### src/rtl/tmds_decode_channel.sv
// TMDS receive channel: 10b symbol decode plus bitslip-driven word alignment on control-token runs.
// Optional macro TMDS_DECODE_LOCKLOSS_CNT_EN adds the saturating pLockLossCnt output.
module tmds_decode_channel #(
    parameter int kCtlTokenThresh = 128,
    parameter int kTimeout        = 4096,
    parameter int kSettleCycles   = 3
) (
    input  logic       PixelClk,
    input  logic       aRst_n,
    input  logic [9:0] pDataIn,
    output logic       pBitslip,
    output logic       pAligned,
    output logic [7:0] pDataOut,
    output logic       pC0,
    output logic       pC1,
    output logic       pVDE,
    output logic [3:0] pSlipCount
`ifdef TMDS_DECODE_LOCKLOSS_CNT_EN
    ,
    output logic [7:0] pLockLossCnt
`endif
);

    localparam int kTimerW  = $clog2(kTimeout + 1);
    localparam int kRunW    = $clog2(kCtlTokenThresh + 1);
    localparam int kSettleW = (kSettleCycles > 1) ? $clog2(kSettleCycles) : 1;

    localparam logic [kTimerW-1:0]  kTimerLast  = kTimerW'(kTimeout - 1);
    localparam logic [kTimerW-1:0]  kTimerMax   = kTimerW'(kTimeout);
    localparam logic [kRunW-1:0]    kRunLast    = kRunW'(kCtlTokenThresh - 1);
    localparam logic [kSettleW-1:0] kSettleLoad = kSettleW'((kSettleCycles > 0) ? kSettleCycles - 1 : 0);

    // state     | meaning
    // ST_SEARCH | counting consecutive control tokens, timer running toward a slip
    // ST_SLIP   | one-cycle bitslip request to the deserializer
    // ST_SETTLE | deserializer realigning, run and timer held at zero
    // ST_LOCKED | word-aligned, timer watches for control-token starvation
    typedef enum logic [1:0] {
        ST_SEARCH,
        ST_SLIP,
        ST_SETTLE,
        ST_LOCKED
    } state_t;

    state_t               state_q;
    logic [kTimerW-1:0]   timer_q;
    logic [kRunW-1:0]     run_q;
    logic [kSettleW-1:0]  settle_q;
    logic [3:0]           slip_cnt_q;
    logic                 bitslip_q;
    logic                 aligned_q;

    logic                 s1_ctl_d,  s1_ctl_q;
    logic [1:0]           s1_c_d,    s1_c_q;
    logic [7:0]           s1_data_d, s1_data_q;
    logic [7:0]           inv_bits;

    logic [7:0]           data_q;
    logic                 vde_q;
    logic [1:0]           c_q;

    logic                 run_hit;
    logic                 search_to;
    logic                 locked_to;
    logic                 aligned_d;
    logic [kTimerW-1:0]   timer_inc;

    always_comb begin
        s1_ctl_d  = 1'b1;
        s1_c_d    = 2'b00;
        s1_data_d = '0;
        case (pDataIn)
            10'h354: s1_c_d = 2'b00;
            10'h0AB: s1_c_d = 2'b01;
            10'h154: s1_c_d = 2'b10;
            10'h2AB: s1_c_d = 2'b11;
            default: s1_ctl_d = 1'b0;
        endcase
        inv_bits     = pDataIn[9] ? ~pDataIn[7:0] : pDataIn[7:0];
        s1_data_d[0] = inv_bits[0];
        for (int i = 1; i < 8; i++) begin
            s1_data_d[i] = pDataIn[8] ? (inv_bits[i] ^ inv_bits[i-1])
                                      : ~(inv_bits[i] ^ inv_bits[i-1]);
        end
    end

    always_ff @(posedge PixelClk or negedge aRst_n) begin
        if (!aRst_n) begin
            s1_ctl_q  <= 1'b0;
            s1_c_q    <= 2'b00;
            s1_data_q <= '0;
        end else begin
            s1_ctl_q  <= s1_ctl_d;
            s1_c_q    <= s1_c_d;
            s1_data_q <= s1_data_d;
        end
    end

    assign run_hit   = s1_ctl_q && (run_q == kRunLast);
    assign search_to = (timer_q >= kTimerLast);
    assign locked_to = !s1_ctl_q && (timer_q >= kTimerLast);
    assign timer_inc = (timer_q == kTimerMax) ? timer_q : timer_q + 1'b1;

    // Output stage gates on the next alignment so pVDE never outlives pAligned.
    always_comb begin
        aligned_d = 1'b0;
        case (state_q)
            ST_SEARCH: aligned_d = run_hit;
            ST_LOCKED: aligned_d = !locked_to;
            default:   aligned_d = 1'b0;
        endcase
    end

`ifdef TMDS_DECODE_LOCKLOSS_CNT_EN
    logic [7:0] loss_cnt_q;
`endif

    always_ff @(posedge PixelClk or negedge aRst_n) begin
        if (!aRst_n) begin
            state_q    <= ST_SEARCH;
            timer_q    <= '0;
            run_q      <= '0;
            settle_q   <= '0;
            slip_cnt_q <= 4'd0;
            bitslip_q  <= 1'b0;
            aligned_q  <= 1'b0;
`ifdef TMDS_DECODE_LOCKLOSS_CNT_EN
            loss_cnt_q <= 8'd0;
`endif
        end else begin
            bitslip_q <= 1'b0;
            aligned_q <= aligned_d;
            case (state_q)
                ST_SEARCH: begin
                    if (run_hit) begin
                        state_q    <= ST_LOCKED;
                        timer_q    <= '0;
                        run_q      <= '0;
                        slip_cnt_q <= 4'd0;
                    end else if (search_to) begin
                        state_q    <= ST_SLIP;
                        bitslip_q  <= 1'b1;
                        timer_q    <= '0;
                        run_q      <= '0;
                        slip_cnt_q <= (slip_cnt_q == 4'd9) ? 4'd0 : slip_cnt_q + 4'd1;
                    end else begin
                        timer_q <= timer_inc;
                        run_q   <= s1_ctl_q ? run_q + 1'b1 : '0;
                    end
                end
                ST_SLIP: begin
                    state_q  <= ST_SETTLE;
                    settle_q <= kSettleLoad;
                    timer_q  <= '0;
                    run_q    <= '0;
                end
                ST_SETTLE: begin
                    timer_q <= '0;
                    run_q   <= '0;
                    if (settle_q == '0) begin
                        state_q <= ST_SEARCH;
                    end else begin
                        settle_q <= settle_q - 1'b1;
                    end
                end
                ST_LOCKED: begin
                    if (s1_ctl_q) begin
                        timer_q <= '0;
                    end else if (locked_to) begin
                        state_q <= ST_SEARCH;
                        timer_q <= '0;
                        run_q   <= '0;
`ifdef TMDS_DECODE_LOCKLOSS_CNT_EN
                        if (loss_cnt_q != 8'hFF) begin
                            loss_cnt_q <= loss_cnt_q + 8'd1;
                        end
`endif
                    end else begin
                        timer_q <= timer_inc;
                    end
                end
                default: begin
                    state_q <= ST_SEARCH;
                    timer_q <= '0;
                    run_q   <= '0;
                end
            endcase
        end
    end

    always_ff @(posedge PixelClk or negedge aRst_n) begin
        if (!aRst_n) begin
            data_q <= '0;
            vde_q  <= 1'b0;
            c_q    <= 2'b00;
        end else begin
            if (s1_ctl_q) begin
                c_q <= s1_c_q;
            end
            if (aligned_d && !s1_ctl_q) begin
                vde_q  <= 1'b1;
                data_q <= s1_data_q;
            end else begin
                vde_q  <= 1'b0;
                data_q <= '0;
            end
        end
    end

    assign pBitslip   = bitslip_q;
    assign pAligned   = aligned_q;
    assign pDataOut   = data_q;
    assign pC0        = c_q[0];
    assign pC1        = c_q[1];
    assign pVDE       = vde_q;
    assign pSlipCount = slip_cnt_q;
`ifdef TMDS_DECODE_LOCKLOSS_CNT_EN
    assign pLockLossCnt = loss_cnt_q;
`endif

endmodule

### config.mk
export PLATFORM = sky130hd
export DESIGN_NAME = tmds_decode_channel
export DESIGN_NICKNAME = d
export VERILOG_FILES = /design/src/rtl/tmds_decode_channel.sv
export SDC_FILE = /design/constraint.sdc
export NUM_CORES = 1
export LEC_CHECK = 0
export ABC_CLOCK_PERIOD_IN_PS = 2029
export CORE_UTILIZATION = 45
export DETAILED_ROUTE_END_ITERATION = 6
export HOLD_SLACK_MARGIN = 0.02
export PLACE_DENSITY = 0.69
export SLEW_MARGIN = 10
export SYNTH_ARGS = -nofsm -noshare
export SYNTH_HDL_FRONTEND = slang
export SYNTH_SLANG_ARGS = --single-unit
### constraint.sdc
create_clock -name PixelClk -period 2.03 [get_ports PixelClk]
set_clock_uncertainty 0.05 [all_clocks]
set_input_delay 0.406 -clock PixelClk [delete_from_list [all_inputs] [get_ports PixelClk]]
set_output_delay 0.406 -clock PixelClk [all_outputs]
set_load 0.1 [all_outputs]
==> results.md <==
* Detailed-route via count at 1816
* Layout cells sized above 1 at 17.31%
* Die Wd at 77.44 µm
* Synth top area share at 51.78%
* Die area at 5997 µm²
* Total routed wirelength at 4.278 mm
* Synth unique cells at 48
* Area contributors post-synth: dfrtp_1 (52%), ha_1 (5.9%), xnor2_1 (3.8%)
* #FFs+latches synth at 53
* Status: finished clean
* Startpoint types: flop
* Vias/cell at 5.115
* Power, Total at 3.356 mW
* CP max stage delay at 0.57 ns
* Final min period at 1.952 ns
* Largest net degree at the start of global routing at 54
* Crit path cell chain: nand4_4, o41a_4, o21a_4, o21bai_1, a21o_1
* Syn Area/Cell at 10.67 µm²
* Area leader, netlist: dfrtp_1
* Main flop type after synthesis: dfrtp_1
* Post-DP HPWL at 3.112 mm
* Worst endpoint required time at 2.19 ns
* Slowest CP cell: o41a_4
* R2r worst-path depth at 5
* Reg2Reg Setup Slack at 0.08 ns
* Post-Layout Cell Count at 355
* H-tree depth at 2
* Clock Sinks at 53
* # rows at 27
* Worst r2r src: timer_q[5]$_DFF_PN0_
* Antenna violations before repair at 0
* Max Cap Violations at 0
* Bufs on Longest Clock Path at 2
* Ys async rst share at 100.0%
* Worst-skew pair later-pin latency at 0.31 ns
* Maximum VDD drop at 0.0008152 V
* Die height at 77.44 µm
* Area growth syn-to-layout at 21.45%
* YS warnings at 0
* Antenna Nets Post-Route at 0
* CTS clock-pin slew for the worst setup and hold paths at 0.10 ns
* CTS tree: yes
* # fillers at 509
* Antenna diodes at 0
* Crit path kind: reg2reg
* RSZ-0062 raised after global routing: false
* Drt first pass iters at 4
* Reg2Reg Capture Point: run_q[2]$_DFFE_PN0P_
* Final Setup Violations at 0
* Mapped Area at 2561 µm²
* Placed cell count at 347
* EDFF count, synth at 0
* Post-Syn Instances at 240
* Setup TNS at 0 ns
* Total GRT Usage at 15.76%
* CP Capture Type: flop
* DRC at 0
* CTS Hold Buffers Added at 0
* Iteration-0 DRC Markers at 58
* Congestion Overflow GR at 0
* Worst EP arrival at 2.11 ns
* Layout net count at 306
* Setup WS post-layout at 0.07848 ns
* WL per Instance at 12.05 µm
* Sequential-to-total area share from yosys stat at 51.78%
* CTS buffer count at 5
* Syn nets at 264
* Vias in the first global route at 1667
* Hold WC Path Type: in2async
* Worst Path Max Fanout at 9
* Initial Util at 46.51%
* GPL Wtd Cong at 0.8438
* F_max at 0.5124 GHz
* First-pass GRT wire length at 7.403 mm
* Dpl ws at 0.1003 ns
* Final period utilization at 96.13%
* Hold Fails Final Rpt at 0
* IO Count at 29
* Final Util at 56.49%
* Lkg Pwr at 1.450 nW
* Final Slew Violations at 0
* Core area at 5507 µm²
* Cell Pwr Density at 1079 nW/µm²
* Root Buffer: clkbuf_8
* PortBufs at 28
==> area by class of cell <==
type / count / area (µm²) / share of cell area [%]
repair buffers: 38 / 345.3 / 11.10
well taps: 72 / 90.09 / 2.896
multi-input cells: 170 / 1177 / 37.85
inverters: 14 / 52.55 / 1.689
flip-flops and latches: 53 / 1326 / 42.64
clock buffers: 5 / 68.82 / 2.212
clock inverters: 3 / 50.05 / 1.609
==> worst max path at each step <==
stage               slack, ns                       from                   endpoint  depth (start not counted)
floorplan                0.14  pSlipCount[0]$_DFFE_PN0P_  pSlipCount[3]$_DFFE_PN0P_                          5
global placement         0.12       timer_q[5]$_DFF_PN0_       run_q[2]$_DFFE_PN0P_                          5
detailed placement       0.10       timer_q[0]$_DFF_PN0_       run_q[5]$_DFFE_PN0P_                          5
CTS                      0.08       timer_q[0]$_DFF_PN0_       run_q[5]$_DFFE_PN0P_                          5
global route            0.004       timer_q[5]$_DFF_PN0_       run_q[2]$_DFFE_PN0P_                          5
finish                   0.08       timer_q[5]$_DFF_PN0_       run_q[2]$_DFFE_PN0P_                          5
==> report_power, final <==
part	switching (mW)	internal, mW	leakage, nW	total [mW]
sequential	0.106	1.19	0.703	1.30
combinational	0.877	0.439	0.687	1.32
clock	0.365	0.378	0.0603	0.743
==> through the flow <==
step / hold slack (ns) / instance area (µm²)
after detailed placement: 0.3710 / 2977
after global routing: 0.03745 / 3110
final: 0.02305 / 3110
after global placement: 0.3689 / 2977
after floorplan: 0.06041 / 2561
after CTS: 0.02197 / 3095
==> state kept, by name, summed over array words and instances (netlist names), 2 cells and up <==
| register | cells |
|---|---|
| settle_q | 2 |
| s1_c_q | 2 |
| state_q | 2 |
| pSlipCount | 4 |
| s1_data_q | 8 |
| timer_q | 13 |
| c_q | 2 |
| pDataOut | 8 |
| run_q | 8 |
==> worst max-delay path, delay by kind of cell, from the launching register on <==
kind               cells  cell delay, ns
AOI/OAI and AO/OA      4            1.14
DFF                    1            0.48
and+or+nand+nor        1            0.16
==> synth_stat cells, types with 3 or more instances <==
library cell,number
o21ai_0,13
xnor2_1,11
nor4bb_1,3
inv_1,14
nor2_1,22
mux2_2,3
nand3_1,8
a21oi_1,12
nand4_1,6
and2_1,9
nand2_1,20
xor2_1,10
nor3_1,3
ha_1,12
dfrtp_1,53
==> cell usage in the layout, fill, tap and decap left out, drive strengths merged, types with 2 or more instances in the layout <==
master,count
o41ai,2
ha,12
nand4b,2
nor3b,2
nand2,20
mux2,3
nand2b,2
nor2,23
nor4bb,3
clkbuf,5
and3,2
o21bai,2
inv,15
nor4,2
o21a,2
buf,28
nand4,7
and2,9
nor3,3
xnor2,11
o21ai,13
clkdlybuf4s50,10
nor2b,2
a21oi,12
xor2,10
nor4b,2
nand3,8
o311ai,2
dfrtp,53
a21o,2
==> cells by family (layout without fill, tap and decap cells) <==
group / after synthesis / after routing / share of synthesized area (%)
XOR/XNOR: 21 / 21 / 7.181
flip-flops: 53 / 53 / 51.78
buffers and inverters: 17 / 60 / 2.833
other: 1 / 1 / 0.1464
AO/OA/AOI/OAI: 42 / 42 / 11.38
multiplexers: 3 / 3 / 1.319
adder cells (fa/ha/maj): 12 / 12 / 5.862
AND/OR/NAND/NOR: 91 / 91 / 19.49
==> layer usage <==
| layer | GRT usage [%] | share of wire, % |
|---|---|---|
| met1 | 20.18 | 48 |
| met5 | 0 | 0 |
| met2 | 25.66 | 47 |
| met4 | 7.358 | 2.1 |
| met3 | 3.059 | 3.0 |
==> repair_timing <==
action	in CTS	in global routing
endpoints found under the setup margin	0	9
buffers inserted	0	0
gates resized for setup	0	4
(Power assumes the default switching activity.)
